### src/rtl/vga_pkg.sv
// vga_pkg: shared definitions for the raster timing generator.
//   - default 800x600@60 mode constants
//   - vga_region_e: per-axis region decode (sync, back porch, active, front porch)
//   - vga_sig_t: packed bundle of every signal carried through the output delay line
//   - helpers: counter width, region decode, idle (reset) value of the bundle
package vga_pkg;

  localparam int unsigned DEF_H_ACTIVE = 800;
  localparam int unsigned DEF_H_FP     = 40;
  localparam int unsigned DEF_H_SYNC   = 128;
  localparam int unsigned DEF_H_BP     = 88;
  localparam int unsigned DEF_V_ACTIVE = 600;
  localparam int unsigned DEF_V_FP     = 1;
  localparam int unsigned DEF_V_SYNC   = 4;
  localparam int unsigned DEF_V_BP     = 23;

  localparam int unsigned DEF_H_TOTAL = DEF_H_SYNC + DEF_H_BP + DEF_H_ACTIVE + DEF_H_FP;
  localparam int unsigned DEF_V_TOTAL = DEF_V_SYNC + DEF_V_BP + DEF_V_ACTIVE + DEF_V_FP;

  // Field widths inside the delayed bundle. They are upper bounds; the top
  // module checks its actual widths against them at elaboration.
  localparam int unsigned SIG_CW = 16;
  localparam int unsigned SIG_RW = 16;
  localparam int unsigned SIG_FW = 32;

  typedef enum logic [1:0] {
    SYNC,
    BACK,
    ACTIVE,
    FRONT
  } vga_region_e;

  typedef struct packed {
    logic              hs;
    logic              vs;
    logic              blank;
    logic              line_start;
    logic              frame_start;
    logic              vis_end;
    logic [SIG_CW-1:0] col;
    logic [SIG_RW-1:0] row;
    logic [SIG_FW-1:0] frame_count;
  } vga_sig_t;

  // $clog2 with a floor of one bit, so a range of 1 still yields a legal vector.
  function automatic int unsigned width_of(input int unsigned n);
    return (n < 2) ? 1 : $clog2(n);
  endfunction

  // Regions are laid out from count 0 in the order sync, back porch, active, front porch.
  function automatic vga_region_e region_of(input int unsigned cnt,
                                            input int unsigned sync_len,
                                            input int unsigned bp_len,
                                            input int unsigned act_len);
    if (cnt < sync_len)
      return SYNC;
    if (cnt < sync_len + bp_len)
      return BACK;
    if (cnt < sync_len + bp_len + act_len)
      return ACTIVE;
    return FRONT;
  endfunction

  // Value held by every delay stage while in reset: syncs deasserted, blanked, no pulses.
  function automatic vga_sig_t idle_sig(input logic hs_pol, input logic vs_pol);
    vga_sig_t s;
    s       = '0;
    s.hs    = ~hs_pol;
    s.vs    = ~vs_pol;
    s.blank = 1'b1;
    return s;
  endfunction

endpackage

### src/rtl/vga_delay.sv
// vga_delay: DEPTH-stage shift register of vga_sig_t with synchronous reset.
//   clock  in   pixel clock
//   reset  in   synchronous, active-high; loads RST_VAL into every stage
//   d      in   raw per-cycle timing bundle
//   q      out  bundle delayed by DEPTH clocks
module vga_delay
  import vga_pkg::*;
#(
  parameter int unsigned DEPTH   = 1,
  parameter vga_sig_t    RST_VAL = '0
) (
  input  logic     clock,
  input  logic     reset,
  input  vga_sig_t d,
  output vga_sig_t q
);

  if (DEPTH < 1) begin : g_bad_depth
    $error("vga_delay: DEPTH must be at least 1");
  end

  vga_sig_t [DEPTH-1:0] stage;

  if (DEPTH == 1) begin : g_single
    always_ff @(posedge clock) begin
      if (reset)
        stage[0] <= RST_VAL;
      else
        stage[0] <= d;
    end
  end else begin : g_chain
    // stage[0] is the newest entry, stage[DEPTH-1] the oldest.
    always_ff @(posedge clock) begin
      if (reset)
        stage <= {DEPTH{RST_VAL}};
      else
        stage <= {stage[DEPTH-2:0], d};
    end
  end

  assign q = stage[DEPTH-1];

endmodule

### src/rtl/vga_timing_gen.sv
// vga_timing_gen: parametrised raster timing generator.
//   clock        in   pixel clock
//   reset        in   synchronous, active-high
//   HS, VS       out  syncs, asserted at HS_POL / VS_POL
//   blank        out  1 outside the visible region
//   col, row     out  visible pixel coordinate, 0 while blanked
//   line_start   out  pulse at hcount = 0
//   frame_start  out  pulse at hcount = 0, vcount = 0
//   vis_end      out  pulse on the last visible pixel of the frame
//   frame_count  out  completed frames, wraps at 2^FRAME_W
// All outputs are computed from hcount/vcount and delayed by LATENCY stages.
module vga_timing_gen
  import vga_pkg::*;
#(
  parameter int unsigned H_ACTIVE = DEF_H_ACTIVE,
  parameter int unsigned H_FP     = DEF_H_FP,
  parameter int unsigned H_SYNC   = DEF_H_SYNC,
  parameter int unsigned H_BP     = DEF_H_BP,
  parameter int unsigned V_ACTIVE = DEF_V_ACTIVE,
  parameter int unsigned V_FP     = DEF_V_FP,
  parameter int unsigned V_SYNC   = DEF_V_SYNC,
  parameter int unsigned V_BP     = DEF_V_BP,
  parameter bit          HS_POL   = 1'b0,
  parameter bit          VS_POL   = 1'b0,
  parameter int unsigned LATENCY  = 1,
  parameter int unsigned FRAME_W  = 8,
  localparam int unsigned CW      = width_of(H_ACTIVE),
  localparam int unsigned RW      = width_of(V_ACTIVE)
) (
  input  logic               clock,
  input  logic               reset,
  output logic               HS,
  output logic               VS,
  output logic               blank,
  output logic [CW-1:0]      col,
  output logic [RW-1:0]      row,
  output logic               line_start,
  output logic               frame_start,
  output logic               vis_end,
  output logic [FRAME_W-1:0] frame_count
);

  localparam int unsigned H_TOTAL = H_SYNC + H_BP + H_ACTIVE + H_FP;
  localparam int unsigned V_TOTAL = V_SYNC + V_BP + V_ACTIVE + V_FP;
  localparam int unsigned HCW     = width_of(H_TOTAL);
  localparam int unsigned VCW     = width_of(V_TOTAL);

  localparam logic [HCW-1:0] H_LAST      = HCW'(H_TOTAL - 1);
  localparam logic [VCW-1:0] V_LAST      = VCW'(V_TOTAL - 1);
  localparam logic [HCW-1:0] H_ACT_FIRST = HCW'(H_SYNC + H_BP);
  localparam logic [VCW-1:0] V_ACT_FIRST = VCW'(V_SYNC + V_BP);
  localparam logic [HCW-1:0] H_ACT_LAST  = HCW'(H_SYNC + H_BP + H_ACTIVE - 1);
  localparam logic [VCW-1:0] V_ACT_LAST  = VCW'(V_SYNC + V_BP + V_ACTIVE - 1);

  localparam vga_sig_t IDLE = idle_sig(HS_POL, VS_POL);

  // Elaboration-time parameter checks.
  if (H_ACTIVE == 0 || H_FP == 0 || H_SYNC == 0 || H_BP == 0) begin : g_bad_h
    $error("vga_timing_gen: horizontal sync, porches and active width must be non-zero");
  end
  if (V_ACTIVE == 0 || V_FP == 0 || V_SYNC == 0 || V_BP == 0) begin : g_bad_v
    $error("vga_timing_gen: vertical sync, porches and active height must be non-zero");
  end
  if (LATENCY < 1) begin : g_bad_latency
    $error("vga_timing_gen: LATENCY must be at least 1");
  end
  if (FRAME_W < 1 || FRAME_W > SIG_FW) begin : g_bad_frame_w
    $error("vga_timing_gen: FRAME_W out of range");
  end
  if (CW > SIG_CW || RW > SIG_RW) begin : g_bad_coord_w
    $error("vga_timing_gen: active area too large for the delayed bundle");
  end

  // ---------------------------------------------------------------------
  // Raster counters and completed-frame counter
  // ---------------------------------------------------------------------
  logic [HCW-1:0]     hcount;
  logic [VCW-1:0]     vcount;
  logic [FRAME_W-1:0] frame_cnt;
  logic               h_wrap;
  logic               v_wrap;

  always_comb begin
    h_wrap = (hcount == H_LAST);
    v_wrap = (vcount == V_LAST);
  end

  always_ff @(posedge clock) begin
    if (reset) begin
      hcount    <= '0;
      vcount    <= '0;
      frame_cnt <= '0;
    end else begin
      hcount <= h_wrap ? '0 : hcount + 1'b1;
      if (h_wrap)
        vcount <= v_wrap ? '0 : vcount + 1'b1;
      if (h_wrap && v_wrap)
        frame_cnt <= frame_cnt + 1'b1;
    end
  end

  // ---------------------------------------------------------------------
  // Per-cycle raw outputs
  // ---------------------------------------------------------------------
  vga_region_e   h_region;
  vga_region_e   v_region;
  logic          visible;
  logic [CW-1:0] h_off;
  logic [RW-1:0] v_off;
  vga_sig_t      raw;

  always_comb begin
    h_region = region_of(32'(hcount), H_SYNC, H_BP, H_ACTIVE);
    v_region = region_of(32'(vcount), V_SYNC, V_BP, V_ACTIVE);
    visible  = (h_region == ACTIVE) && (v_region == ACTIVE);
    // Active width always fits in CW bits, so the truncated offset is exact.
    h_off    = CW'(hcount - H_ACT_FIRST);
    v_off    = RW'(vcount - V_ACT_FIRST);

    raw             = IDLE;
    raw.hs          = (h_region == SYNC) ? HS_POL : ~HS_POL;
    raw.vs          = (v_region == SYNC) ? VS_POL : ~VS_POL;
    raw.blank       = ~visible;
    raw.line_start  = (hcount == '0);
    raw.frame_start = (hcount == '0) && (vcount == '0);
    raw.vis_end     = (hcount == H_ACT_LAST) && (vcount == V_ACT_LAST);
    // frame_cnt already counts the frame that wrapped on the previous edge,
    // so it travels with frame_start through the delay line.
    raw.frame_count = SIG_FW'(frame_cnt);
    if (visible) begin
      raw.col = SIG_CW'(h_off);
      raw.row = SIG_RW'(v_off);
    end
  end

  // ---------------------------------------------------------------------
  // Output alignment
  // ---------------------------------------------------------------------
  vga_sig_t dly;

  vga_delay #(
    .DEPTH   (LATENCY),
    .RST_VAL (IDLE)
  ) u_delay (
    .clock (clock),
    .reset (reset),
    .d     (raw),
    .q     (dly)
  );

  always_comb begin
    HS          = dly.hs;
    VS          = dly.vs;
    blank       = dly.blank;
    line_start  = dly.line_start;
    frame_start = dly.frame_start;
    vis_end     = dly.vis_end;
    col         = CW'(dly.col);
    row         = RW'(dly.row);
    frame_count = FRAME_W'(dly.frame_count);
  end

  // Upper bundle bits are always zero for this configuration.
  logic unused_pad;
  assign unused_pad = ^{dly.col, dly.row, dly.frame_count};

endmodule
### config.mk
export PLATFORM = sky130hd
export DESIGN_NAME = vga_timing_gen
export DESIGN_NICKNAME = d
export VERILOG_FILES = /design/src/rtl/vga_pkg.sv /design/src/rtl/vga_delay.sv /design/src/rtl/vga_timing_gen.sv
export SDC_FILE = /design/constraint.sdc
export NUM_CORES = 1
export LEC_CHECK = 0
export ABC_AREA = 1
export CORE_MARGIN = 8
export CORE_UTILIZATION = 46
export CTS_BUF_LIST = sky130_fd_sc_hd__clkbuf_4
export DETAILED_ROUTE_END_ITERATION = 10
export PLACE_DENSITY = 0.66
export SLEW_MARGIN = 30
export SYNTH_ARGS = -nofsm -noshare
export SYNTH_HDL_FRONTEND = slang
export SYNTH_HIERARCHICAL = 1
export SYNTH_SLANG_ARGS = --single-unit
### constraint.sdc
create_clock -name clock -period 2.2 [get_ports clock]
set_clock_uncertainty 0.15 [all_clocks]
set_input_delay 0.44 -clock clock [delete_from_list [all_inputs] [get_ports clock]]
set_output_delay 0.44 -clock clock [all_outputs]
set_load 0.03 [all_outputs]
==> impl_summary.log, run 1 <==
[metrics] cts hold-fix bufs: 0
[metrics] maximum cell stage delay along the critical path: about 0.7 ns
[metrics] result of the run: finished clean
[metrics] buffer and inverter count on the worst path: 1
[metrics] cell area after synthesis: 3094 µm²
[metrics] max-slew violation count: 0
[metrics] slew at the pin with the worst max-slew slack: 0.3645 ns
[metrics] Yosys warning total: 6
[metrics] starting utilization of the core area: 0.4657
[metrics] Critical Path AT: between 1 and 1.5 ns
[metrics] Total Die Area: 9607 µm²
[metrics] maximum resistive drop on vdd: 0.2744 mV
[metrics] Antenna diodes: 0
[metrics] RSZ-0062 raised after global routing: no
[metrics] number of rows created at floorplan: 30
[metrics] Slew HR: 0.7551
[metrics] final worst hold slack: 0.3107 ns
[metrics] number of antenna violations at the first check in global routing: 0
[metrics] Non-Filler Cell Area, Final: 3637 µm²
[metrics] cell with the biggest individual delay on the critical path: clkdlybuf4s50_1
[metrics] Die H: 98.02 µm
[metrics] time the worst path needs with I/O delays and setup: 1.997 ns
[metrics] I/O pins: 36
[metrics] clock transition at the register clock pins on the worst setup and hold paths after CTS: roughly 0.11 ns
[metrics] global-route wire length before repair: 11500 µm
[metrics] number of buffer cells added on primary ports: 35
[metrics] number of buffers added by the clock tree synthesis step: 9
[metrics] CTS root buf: clkbuf_4
[metrics] # clock sinks: 63
[metrics] sum of negative setup slack: 0 ns
[metrics] category of the most critical setup path: reg -> out
[metrics] Placeable Area: 6644 µm²
[metrics] proportion of power drawn by flip-flops and latches: 0.549
[metrics] share of post-route cells with drive strength above 1: 0.07128
[metrics] Post-DP HPWL: 4995 µm
[metrics] worst-case clock buffer depth: 2
[metrics] number of levels the H-tree was split into: 3
[metrics] final-report setup violation count: 0
[metrics] number of design-rule violations left by the first detailed-router iteration: 126
[metrics] DR WL/cell: 11.54 µm
[metrics] placed cell areas: 3483 µm²
[metrics] Cells after Synth: around 450
[metrics] largest fanout on the critical path: 1
[metrics] number of cells on the worst reg-to-reg path: 11
[metrics] count of nets left with antenna violations after detail routing: 0
[metrics] final hold vios: 0
[metrics] first drt pass iteration count: 4
[metrics] cells resized by post-CTS repair: 0
[metrics] Worst Setup Start Kind: flop
[metrics] hold path depth: 2
[metrics] Crit path max-delay family: buffers and inverters
[metrics] maximum frequency from static timing analysis: 500.7 MHz
[metrics] via count of the first global-routing pass: 2560
[metrics] total nets after synthesis: approximately 460
[metrics] clock share of power: 0.414
[metrics] DR vias/cell: 4.632
[metrics] post-layout worst setup margin: slightly above 0.2 ns
[metrics] number of setup buffers added after CTS: 0
[metrics] overflow left after global routing: 0
[metrics] total via count after detailed routing: ~2600
[metrics] Placement Setup Slack: approximately 0.26 ns
[metrics] routed wire length: 6589 µm
[metrics] RD Place Congestion: 0.9242
[metrics] CTS tree: done
[metrics] global-route usage over all layers: 0.1464
[metrics] worst skew pair latency: 0.41 ns
[metrics] layout overhead on the synthesized area: 17.55%
[metrics] power per standard cell area: 579.4 nW/µm²
[metrics] data required time at the worst endpoint: 1.61 ns
[metrics] endpoint type of the worst setup path: output port
[metrics] fin nets: slightly below 500
[metrics] Period Utilization, post-route: 0.9078
[metrics] share of total power in combinational logic: 0.037
[metrics] Net Sw Frac: 0.2152
[metrics] maximum number of pins on one net before global-route repair: 27
[metrics] classification of the worst-slack hold path: reg -> reg
[metrics] static leakage: 0.001561 µW
[metrics] DRC violation count after routing: 0
[metrics] count of maximum capacitance violations: 0
[metrics] internal power: 1654 µW
[metrics] number of logic stages on the critical path including buffering: 1
[metrics] Post-Synthesis Mean Instance Area: ~7 µm²
[metrics] Net Switching: about 450 µW
[metrics] die width: 98.02 µm
[metrics] ordered cell list for the critical path: clkdlybuf4s50_1
-- worst min-delay path, cell delays in order (launching register included) --
cell and delay, ns:
dfxtp_1 0.35, inv_1 0.05, nor2_1 0.03
-- path summary, 6_finish.rpt --
kind / from / slack (ns) / endpoint
setup / recovery: u_delay/q[49] / 0.20 / col[1]
setup reg to reg: vcount[0] / 0.23 / u_delay/q[41]
hold / removal: frame_cnt[7] / 0.31 / u_delay/q[7]
hold reg to reg: frame_cnt[7] / 0.31 / u_delay/q[7]
-- placed cells by master (no fill, tap or decap), types with 2 or more instances in the layout --
cell             instances
nor2_4                   5
nor3_1                   7
nand4_1                  5
ha_1                     7
nand3_2                  2
bufinv_16                2
o21ai_1                  3
clkdlybuf4s50_1         35
nand2_1                 86
inv_1                   88
buf_4                    6
xor2_1                  14
nand2_2                  4
clkbuf_4                11
dfxtp_1                 63
nor2_1                  93
o21ai_0                  9
nand3_1                 21
a21oi_1                 17
-- registers in the layout (all words and copies together), names as in the netlist --
| register | count |
|---|---|
| frame_cnt | 8 |
| hcount | 11 |
| u_delay/q | 34 |
| vcount | 10 |
-- stage by stage --
stage,instances,util,total power (µW)
final,571,0.5475,2107
after detailed placement,556,0.5243,1262
after global routing,571,0.5475,2204
after CTS,571,0.5475,2130
after global placement,556,0.5243,1261
after floorplan,448,-,1241
-- power by group through the flow --
| stage | registers, µW | logic, µW | clock network [µW] |
|---|---|---|---|
| after global routing | 1160 | 87.8 | 958 |
| after global placement | 1180 | 78.8 | 0 |
| after floorplan | 1190 | 46.7 | 0 |
| final | 1160 | 77.8 | 873 |
| after detailed placement | 1180 | 78.8 | 0 |
| after CTS | 1160 | 79.3 | 894 |
-- per-layer routing --
metal / track usage / vias up / wire, µm
li1: - / 1421 / -
met1: 0.1589 / 1162 / 2928
met2: 0.2566 / 51 / 3216
met3: 0.05192 / 11 / 342
met4: 0.05156 / 0 / 102
met5: 0 / - / 0
-- cell type report --
class | instances | area [µm²]
fill | 663 | 3007
multi-input combinational | 284 | 1396
sequential | 63 | 1261
timing repair buffer | 41 | 395.4
inverter | 88 | 330.3
tap | 80 | 100.1
clock buffer | 11 | 82.58
clock inverter | 4 | 71.32
Note: power is estimated with default switching activity, not from simulation.
==> run 2, diff against run 1 <==
CORE_ASPECT_RATIO = 1.4   (was unset)
==> run 2 against run 1 <==
  * Worst hold slack gained 0.0035 ns
  * Via count grew 2.6%
  * Cell area shrank 1.3%
  * Critical endpoint is now frame_count[2]
  * Highest routed layer unchanged
  * Sequential share of layout area grew 0.47 points
  * Final cell count shrank 0.88%
==> impl_summary.log, run 2 (synthesis gave the netlist of run 1 again) <==
[metrics] sum of negative setup slack: 0 ns (unchanged)
[metrics] Crit path max-delay family: buffers and inverters (unchanged)
[metrics] number of design-rule violations left by the first detailed-router iteration: 108 (was 126)
[metrics] Antenna diodes: 0 (unchanged)
[metrics] Non-Filler Cell Area, Final: 3588 µm² (was 3637 µm²)
[metrics] Layout Utilization: 0.5463 (was 0.5475)
[metrics] fin nets: 496 (unchanged)
[metrics] CTS tree: done (unchanged)
[metrics] placed cell areas: 3476 µm² (was 3483 µm²)
[metrics] static leakage: 0.001542 µW (was 0.001561 µW)
[metrics] Worst Setup Start Kind: flop (unchanged)
[metrics] DRC violation count after routing: 0 (unchanged)
[metrics] total via count after detailed routing: 2713 (was 2645)
[metrics] maximum frequency from static timing analysis: 495.9 MHz (was 500.7 MHz)
[metrics] cells resized by post-CTS repair: 0 (unchanged)
[metrics] slew at the pin with the worst max-slew slack: 0.3643 ns (was 0.3645 ns)
[metrics] die width: 85.32 µm (was 98.02 µm)
[metrics] number of rows created at floorplan: 35 (was 30)
[metrics] DR vias/cell: 4.793 (was 4.632)
[metrics] Post-DP HPWL: 5595 µm (was 4995 µm)
[metrics] most frequent standard cell in the layout excluding fill and tap cells: nor2_1 (unchanged)
[metrics] number of buffer cells added on primary ports: 35 (unchanged)
[metrics] count of maximum capacitance violations: 0 (unchanged)
[metrics] maximum number of pins on one net before global-route repair: 24 (was 27)
[metrics] first drt pass iteration count: 4 (unchanged)
[metrics] Critical Path AT: 1.43 ns (was 1.41 ns)
[metrics] Period Utilization, post-route: 0.9166 (was 0.9078)
[metrics] result of the run: finished clean (unchanged)
[metrics] Die H: 113.0 µm (was 98.02 µm)
[metrics] max-slew violation count: 0 (unchanged)
[metrics] count of nets left with antenna violations after detail routing: 0 (unchanged)
[metrics] final hold vios: 0 (unchanged)
[metrics] # clock sinks: 63 (unchanged)
[metrics] DR WL/cell: 12.65 µm (was 11.54 µm)
[metrics] buffer and inverter count on the worst path: 1 (unchanged)
[metrics] RSZ-0062 raised after global routing: no (unchanged)
[metrics] largest fanout on the critical path: 1 (unchanged)
[metrics] via count of the first global-routing pass: 2693 (was 2560)
[metrics] worst-case clock buffer depth: 2 (unchanged)
[metrics] flip-flop count of the largest register, all copies and words added: 34 (unchanged)
[metrics] classification of the worst-slack hold path: reg -> reg (unchanged)
[metrics] cts hold-fix bufs: 0 (unchanged)
[metrics] worst skew pair latency: 0.41 ns (about the same)
[metrics] layout overhead on the synthesized area: 15.97% (was 17.55%)
[metrics] Filler cells: 695 (was 663)
[metrics] number of setup buffers added after CTS: 0 (unchanged)
[metrics] RD Place Congestion: 0.9464 (was 0.9242)
[metrics] I/O pins: 36 (unchanged)
[metrics] data required time at the worst endpoint: 1.61 ns (about the same)
[metrics] category of the most critical setup path: reg -> out (unchanged)
[metrics] number of antenna violations at the first check in global routing: 0 (unchanged)
[metrics] commonest cells after routing, fill and taps aside: nor2_1, inv_1, nand2_1 (unchanged)
[metrics] CTS root buf: clkbuf_4 (unchanged)
[metrics] global-route wire length before repair: 12050 µm (was 11500 µm)
[metrics] maximum cell stage delay along the critical path: 0.69 ns (was 0.68 ns)
[metrics] Total Die Area: 9644 µm² (was 9607 µm²)
[metrics] global-route usage over all layers: 0.1586 (was 0.1464)
[metrics] number of buffers added by the clock tree synthesis step: 9 (unchanged)
[metrics] clock transition at the register clock pins on the worst setup and hold paths after CTS: 0.10 ns (was 0.11 ns)
[metrics] power per standard cell area: 528.9 nW/µm² (was 579.4 nW/µm²)
[metrics] total area of multi-input combinational cells: 1396 µm² (unchanged)
[metrics] share of post-route cells with drive strength above 1: 0.07317 (was 0.07128)
[metrics] starting utilization of the core area: 0.4710 (was 0.4657)
[metrics] combined flip-flop and latch cell area: 1261 µm² (unchanged)
[metrics] cell with the biggest individual delay on the critical path: clkdlybuf4s50_1 (unchanged)
[metrics] endpoint type of the worst setup path: output port (unchanged)
[metrics] Placeable Area: 6569 µm² (was 6644 µm²)
[metrics] ordered cell list for the critical path: clkdlybuf4s50_1 (unchanged)
[metrics] maximum resistive drop on vdd: 0.3203 mV (was 0.2744 mV)
[metrics] time the worst path needs with I/O delays and setup: 2.017 ns (was 1.997 ns)
[metrics] overflow left after global routing: 0 (unchanged)
[metrics] Slew HR: 0.7553 (was 0.7551)
[metrics] final-report setup violation count: 0 (unchanged)
[metrics] routed wire length: 7159 µm (was 6589 µm)
[metrics] number of levels the H-tree was split into: 3 (unchanged)
-- run 2: per-layer routing --
metal / up-vias / global-route usage / share of wire
li1: 1419 / - / -
met1: 1218 / 0.1388 / 0.37
met2: 58 / 0.3164 / 0.56
met3: 18 / 0.03553 / 0.035
met4: 0 / 0.09038 / 0.034
met5: - / 0 / 0
-- run 2: final timing paths --
check / from / end / slack [ns] / cells after the start
worst min-delay path: frame_cnt[5] / u_delay/q[5] / 0.31 / 2
worst max register to register: vcount[0] / u_delay/q[37] / 0.21 / 11
worst min register to register: frame_cnt[5] / u_delay/q[5] / 0.31 / 2
worst max-delay path: u_delay/q[2] / frame_count[2] / 0.18 / 1
-- run 2: layout make-up --
class,instances,area share
multi-input combinational,284,0.3891
clock buffer,10,0.02092
timing repair buffer,41,0.1102
tap,74,0.02580
sequential,63,0.3515
clock inverter,6,0.01046
inverter,88,0.09205
-- run 2: power breakdown --
group          switching, µW  internal, µW  total (µW)
Clock                    424           238         662
Sequential              6.84          1150        1160
Combinational           52.2          26.4        78.6
-- run 2: per-stage QoR --
step,instances,total power (µW),hold WS (ns),setup WS (ns)
3_3_place_gp,550,1262,0.2962,0.2600
6_report,566,1898,0.3142,0.1835
2_1_floorplan,448,1241,0.2795,0.4991
4_1_cts,566,1928,0.3196,0.1445
3_5_place_dp,550,1263,0.3026,0.2419
5_1_grt,566,1977,0.3415,0.03831
